### src/rtl/note_detector.sv
// rtl/note_detector.sv - tone period meter and C5..B5 classifier; NOTE_DET_HOLD_EN requires two matching periods before the code changes
module note_detector #(
   parameter int CLK_HZ  = 50_000_000,
   parameter int TOL     = 256,
   parameter int TIMEOUT = 131071
) (
   input  logic        clk,
   input  logic        reset,
   input  logic        tone_in,
   output logic [2:0]  note_code,
   output logic        note_valid,
   output logic [17:0] period_out,
   output logic        new_period
);

   // Expected full periods of each note, in clk cycles, as a generator produces them.
   localparam int HALF = CLK_HZ / 2;
   localparam int P_C5 = 2 * (HALF / 523 + 1);
   localparam int P_D5 = 2 * (HALF / 587 + 1);
   localparam int P_E5 = 2 * (HALF / 659 + 1);
   localparam int P_F5 = 2 * (HALF / 698 + 1);
   localparam int P_G5 = 2 * (HALF / 784 + 1);
   localparam int P_A5 = 2 * (HALF / 880 + 1);
   localparam int P_B5 = 2 * (HALF / 988 + 1);

   localparam logic [17:0] TIMEOUT_CNT = 18'(TIMEOUT);

   typedef enum logic {
      IDLE,
      MEASURE
   } state_t;

   state_t      state;
   state_t      state_next;
   logic        s1;
   logic        s2;
   logic        s3;
   logic        rise;
   logic [17:0] cnt;
   logic [17:0] cnt_next;
   int          cnt_i;
   logic [2:0]  cls_code;
   logic [2:0]  code_next;
   logic        valid_next;
   logic [17:0] period_next;
   logic        new_next;
`ifdef NOTE_DET_HOLD_EN
   logic [2:0]  cand;
   logic [2:0]  cand_next;
`endif

   function automatic logic in_window(input int c, input int p);
      return (c >= p - TOL) && (c <= p + TOL);
   endfunction

   assign rise  = s2 & ~s3;
   assign cnt_i = {14'd0, cnt};

   // Three-flop synchroniser; the third flop only serves edge detection.
   always_ff @(posedge clk) begin
      if (reset) begin
         s1 <= 1'b0;
         s2 <= 1'b0;
         s3 <= 1'b0;
      end else begin
         s1 <= tone_in;
         s2 <= s1;
         s3 <= s2;
      end
   end

   // Map the running count onto a note; windows never overlap for sane TOL.
   always_comb begin
      cls_code = 3'd0;
      if (in_window(cnt_i, P_C5))      cls_code = 3'd1;
      else if (in_window(cnt_i, P_D5)) cls_code = 3'd2;
      else if (in_window(cnt_i, P_E5)) cls_code = 3'd3;
      else if (in_window(cnt_i, P_F5)) cls_code = 3'd4;
      else if (in_window(cnt_i, P_G5)) cls_code = 3'd5;
      else if (in_window(cnt_i, P_A5)) cls_code = 3'd6;
      else if (in_window(cnt_i, P_B5)) cls_code = 3'd7;
   end

   // Next-state logic: period counting, reporting on each rise, silence timeout.
   always_comb begin
      state_next  = state;
      cnt_next    = cnt;
      code_next   = note_code;
      valid_next  = note_valid;
      period_next = period_out;
      new_next    = 1'b0;
`ifdef NOTE_DET_HOLD_EN
      cand_next   = cand;
`endif
      case (state)
         IDLE: begin
            if (rise) begin
               cnt_next   = 18'd1;
               state_next = MEASURE;
            end
         end
         MEASURE: begin
            if (rise) begin
               period_next = cnt;
               new_next    = 1'b1;
               cnt_next    = 18'd1;
`ifdef NOTE_DET_HOLD_EN
               if (cls_code == cand) begin
                  code_next  = cls_code;
                  valid_next = (cls_code != 3'd0);
               end
               cand_next = cls_code;
`else
               code_next  = cls_code;
               valid_next = (cls_code != 3'd0);
`endif
            end else if (cnt == TIMEOUT_CNT) begin
               state_next = IDLE;
               code_next  = 3'd0;
               valid_next = 1'b0;
`ifdef NOTE_DET_HOLD_EN
               cand_next  = 3'd0;
`endif
            end else begin
               cnt_next = cnt + 18'd1;
            end
         end
         default: state_next = IDLE;
      endcase
   end

   // State, counter and output registers.
   always_ff @(posedge clk) begin
      if (reset) begin
         state      <= IDLE;
         cnt        <= 18'd0;
         note_code  <= 3'd0;
         note_valid <= 1'b0;
         period_out <= 18'd0;
         new_period <= 1'b0;
`ifdef NOTE_DET_HOLD_EN
         cand       <= 3'd0;
`endif
      end else begin
         state      <= state_next;
         cnt        <= cnt_next;
         note_code  <= code_next;
         note_valid <= valid_next;
         period_out <= period_next;
         new_period <= new_next;
`ifdef NOTE_DET_HOLD_EN
         cand       <= cand_next;
`endif
      end
   end

endmodule
### config.mk
export PLATFORM = sky130hd
export DESIGN_NAME = note_detector
export DESIGN_NICKNAME = d
export VERILOG_FILES = /design/src/rtl/note_detector.sv
export SDC_FILE = /design/constraint.sdc
export NUM_CORES = 1
export LEC_CHECK = 0
export BUFFER_PORTS_ARGS = -buffer_cell sky130_fd_sc_hd__buf_4
export CORE_MARGIN = 5
export CORE_UTILIZATION = 31
export DETAILED_ROUTE_END_ITERATION = 10
export GPL_TIMING_DRIVEN = 0
export MAX_ROUTING_LAYER = met4
export PLACE_DENSITY_LB_ADDON = 0.15
export SLEW_MARGIN = 20
export SYNTH_ARGS = -nofsm -noshare
export SYNTH_HDL_FRONTEND = slang
export SYNTH_SLANG_ARGS = --single-unit
export TNS_END_PERCENT = 10
### constraint.sdc
create_clock -name clk -period 5.21 [get_ports clk]
set_input_delay 1.042 -clock clk [delete_from_list [all_inputs] [get_ports clk]]
set_output_delay 1.042 -clock clk [all_outputs]
set_load 0.03 [all_outputs]
* Yosys cells after proc, flatten, opt, wreduce, memory -nomap -nowiden
Cells that the tools add are included.
Cells by class: add/subtract/negate cells 1, magnitude comparators 14, eq/ne operators 3, muxes and demuxes 19, bitwise gates (word level) 3, reductions and logical operators 13
Operators by type and width (count):
- 18-bit by 17-bit >= comparator with 1-bit output, second input constant | 4
- 18-bit by 17-bit <= comparator with 1-bit output, second input constant | 4
- 18-bit by 16-bit >= comparator with 1-bit output, second input constant | 3
- 18-bit by 16-bit <= comparator with 1-bit output, second input constant | 3
- 18-bit 2-to-1 mux | 3
- 18-bit one-hot mux with 2 select lines | 1
- 3-bit 2-to-1 mux | 9
- 18-bit by 1-bit adder with 18-bit output, second input constant | 1
- 18-bit by 17-bit equality test with 1-bit output, second input constant | 1
- 1-bit logical AND | 7
- 2-bit AND reduction | 3
- 1-bit 2-to-1 mux | 5
- 3-bit != test, second input constant | 1
- 3-bit nonzero test | 1
- 2-bit != test, second input constant | 1
- 1-bit inverter | 2
- 1-bit one-hot mux with 2 select lines | 1
- 2-bit nonzero test | 1
- 2-bit OR reduction | 1
- 1-bit bitwise AND | 1
Word-level totals: bits in registers 45, input port bits 3, output and inout bits 23, word-level logic and storage cells 62

* Logic depth before layout (Yosys ltp)
depth in word-level cells 11, gate-level depth with buffers 9, depth with buffers taken out 8

* Worst setup path after synthesis
No wires, ideal clock.
kind flip-flop to flip-flop, from register cnt[1], to register note_valid, setup time 0.124 ns, arrival time 2.048 ns, slack 3.038 ns, cell stages (with the launch flop) 10, period minus slack after synthesis 2.172 ns, path through dfxtp_1 clkbuf_1 inv_1 ha_1 and4b_1 and4b_1 o221ai_1 a2111o_1 a41oi_2 a2111o_1
Between the ends: word-level cells in the longest chain between the ends 11
Ends and longest elaborated chain:
- start, declared | RTL line 39 | logic [17:0] cnt;
- start signal, assigned | RTL line 146 | cnt <= cnt_next;
- 18-bit by 16-bit >= comparator with 1-bit output / 18-bit by 16-bit <= comparator with 1-bit output (equally long branches) | RTL line 53 | return (c >= p - TOL) && (c <= p + TOL);
- 1-bit logical AND | RTL line 53
- 3-bit 2-to-1 mux | RTL line 81 | else if (in_window(cnt_i, P_B5)) cls_code = 3'd7;
- 3-bit 2-to-1 mux | RTL line 80 | else if (in_window(cnt_i, P_A5)) cls_code = 3'd6;
- 3-bit 2-to-1 mux | RTL line 79 | else if (in_window(cnt_i, P_G5)) cls_code = 3'd5;
- 3-bit 2-to-1 mux | RTL line 78 | else if (in_window(cnt_i, P_F5)) cls_code = 3'd4;
- 3-bit 2-to-1 mux | RTL line 77 | else if (in_window(cnt_i, P_E5)) cls_code = 3'd3;
- 3-bit 2-to-1 mux | RTL line 76 | else if (in_window(cnt_i, P_D5)) cls_code = 3'd2;
- 3-bit 2-to-1 mux | RTL line 75 | if (in_window(cnt_i, P_C5)) cls_code = 3'd1;
- 3-bit nonzero test | RTL line 115 | valid_next = (cls_code != 3'd0);
- 1-bit 2-to-1 mux | RTL line 103 | if (rise) begin
- end signal, assigned | RTL line 148 | note_valid <= valid_next;
- end, declared | RTL line 11 | output logic note_valid,
Several ways; a longest one is shown, not always the timed one. A chain may end at the register's enable or synchronous reset.

* Worst setup path after layout
Ends and elaborated chain as after synthesis.

==> flow_summary.yaml <==
outcome:
  status: "completed"
place:
  dpl.hpwl_mm: 5.43
  portBuffers: 24
  place_ws_ps: 2600
  placed_area_mm2: 0.00280
  gp_congestion: 0.902
cts:
  ctsHoldBuffers: 0
  cts_resized: 0
  htree_levels: 2
  clock_latency_ps: 300
  path_clk_slew_ps: 80
  cts_setup_buffers: 0
  cts_sinks: 45
  numCtsBuffers: 5
  cts_root_buf: "clkbuf_8"
  cts_buffer_depth: 2
  cts_tree: "yes"
min_path:
  hp-start: "s1"
  min_path_type: "flip-flop to flip-flop"
yosys:
  synth_seq_cells: 45
  ys_seq_area_frac: 0.362
  avgSynthCellArea_um2: 7.66
  synthFlopType: "dfxtp_1"
  syn_area_mm2: 0.00249
  syn_nets: 330
  synth_edf_count: 0
  ys_types: 55
  ys.warnings.count: 0
  synthCells: 325
  synthArstFlopShare: 0
detailed_routing:
  vias: 2407
  wl_per_cell_um: 15.8
  drc: 0
  drt_iter0_markers: 168
  firstDrtPassIters: 4
  wl_mm: 7.25
  vias_per_cell: 5.26
  ant_nets: 0
setup_path:
  worstSetupPathType: "flip-flop to flip-flop"
  cp.arrival_ps: 2800
  cp_max_fo: 9
  start_kind: "flip-flop"
  reg2reg_from: "cnt[1]"
  cp-end-kind: "flip-flop"
  crit_required_ps: 5400
  cp-startpoint: "cnt[1]"
timing:
  finalSetupViolCount: 0
  period_needed_ps: 2610
  fin_tns_setup_ps: 0
  worst_slack_ps: 2600
  hold_violations: 0
  worst_slew_pin_slew_ps: 637
  final_max_slew_viol_count: 0
  rsz0062_at_grt: "no"
  max_clock_freq_ghz: 0.384
  slew_headroom: 0.569
  min_period_over_period: 0.500
  fin_skew_ps: 4.08
global_routing:
  antenna_found_initial: 0
  track_usage: 0.157
  grt_pass1_wl_mm: 12.1
  overflow: 0
  grt_max_degree: 14
  grt_pass1_vias: 2328
die:
  row_count: 32
  coreArea_mm2: 0.00777
  die_h_um: 99.6
  die_w_um: 99.6
  initial_core_util: 0.321
  die_area_mm2: 0.00992
  io_pins: 26
pwr:
  leakagePower_nw: 1.05
  power-per-cell-area_mw_per_mm2: 218
  power_mw: 0.633
  irDropWorstVdd_mv: 0.113
layout:
  final_core_util: 0.374
  fillCellCount: 847
  drive_above_1_share: 0.146
  final_area_mm2: 0.00290
  diodes: 0
  area_growth_pct: 16.5
  fin_nets: 361
flow_run:
  max_cap_violations: 0
-- per-layer routing --
metal / track usage / wire length [um] / vias up
met3: 0.0238 / 324 / 9
li1: - / - / 1213
met5: - / 0 / -
met2: 0.243 / 3260 / 58
met4: 0.0336 / 87 / 0
met1: 0.217 / 3580 / 1127
-- power breakdown --
part	switching (mW)	leakage (nW)	internal [mW]
Clock	0.124	0.0540	0.140
Sequential	0.00324	0.363	0.346
Combinational	0.0143	0.631	0.00595
Total	0.141	1.05	0.492
-- cell families (layout without fill, tap and decap cells) --
kind of cell / after synthesis / after routing / share of synthesized area
DFF: 45 / 45 / 0.362
adders and majority gates: 2 / 2 / 0.0100
buffers and inverters: 35 / 66 / 0.0608
AOI/OAI and AO/OA: 72 / 72 / 0.196
xor gates and xnor gates: 13 / 13 / 0.0457
muxes: 2 / 2 / 0.00854
and+or+nand+nor: 156 / 156 / 0.317
-- path summary, 6_finish.rpt --
kind / slack (ps) / cells after the start / endpoint
setup / recovery: 2600 / 9 / note_valid
hold / removal: 450 / 1 / s2
setup reg to reg: 2600 / 9 / note_valid
hold reg to reg: 450 / 1 / s2
-- stage by stage --
step | hold slack (ps) | instances
floorplan | 414 | 325
CTS | 456 | 458
global route | 466 | 458
finish | 448 | 458
global placement | 440 | 451
detailed placement | 429 | 451
-- sequential cells by signal (all words and copies together) (netlist names) --
signal / cells
cnt: 18
new_period: 1
note_code: 3
note_valid: 1
period_out: 18
s1: 1
s2: 1
s3: 1
state: 1
-- area by class of cell --
cell class | count | area, um^2 | share of cell area
Buffer | 27 | 121 | 0.0418
Tap cell | 102 | 128 | 0.0440
Inverter | 8 | 30.0 | 0.0103
Timing Repair Buffer | 24 | 180 | 0.0621
Multi-Input combinational cell | 245 | 1440 | 0.495
Clock buffer | 5 | 68.8 | 0.0237
Sequential cell | 45 | 901 | 0.310
Clock inverter | 2 | 35.0 | 0.0121
-- layout by cell type (no fill, tap or decap), types with 3 or more instances in the layout --
cell,count
a211oi_1,3
nand4_1,7
nor4_1,4
a21oi_1,30
dfxtp_1,45
clkbuf_8,5
nor2_1,26
inv_1,8
o21ai_0,11
nor2b_1,6
and3_1,8
nand3_1,12
and2_1,4
or3_1,4
nand2_1,54
xnor2_1,8
xor2_1,5
buf_2,13
a21o_1,3
and4_1,5
nor3_1,10
clkbuf_1,12
buf_4,25
-- Yosys cell counts, types with 2 or more instances --
library cell,n,share of area
nand2_1,54,0.081
dfxtp_1,45,0.36
a21oi_1,30,0.060
nor2_1,26,0.039
buf_2,13,0.026
clkbuf_1,12,0.018
nand3_1,12,0.024
o21ai_0,11,0.022
nor3_1,10,0.020
and3_1,8,0.020
inv_1,8,0.012
xnor2_1,8,0.028
nand4_1,7,0.018
nor2b_1,6,0.015
and4_1,5,0.018
xor2_1,5,0.018
and2_1,4,0.010
nor4_1,4,0.010
or3_1,4,0.010
a211oi_1,3,0.0090
a21o_1,3,0.0090
a2111o_1,2,0.0090
a311oi_1,2,0.0070
a41oi_1,2,0.0070
and4b_1,2,0.0080
ha_1,2,0.010
nand2b_1,2,0.0050
nand3b_1,2,0.0060
nand4b_1,2,0.0070
o2111ai_1,2,0.0070
o211ai_1,2,0.0060
o21a_1,2,0.0060
o31ai_1,2,0.0060
or2_1,2,0.0050
-- worst max-delay path: stages (launching register included) --
cell and delay (ps):
dfxtp_1 340, clkbuf_1 410, inv_1 120, ha_1 280
and4b_1 220, and4b_1 190, o221ai_1 170, a2111o_1 200
a41oi_2 140, a2111o_1 410
No activity file was read; power rests on OpenSTA's default activity.
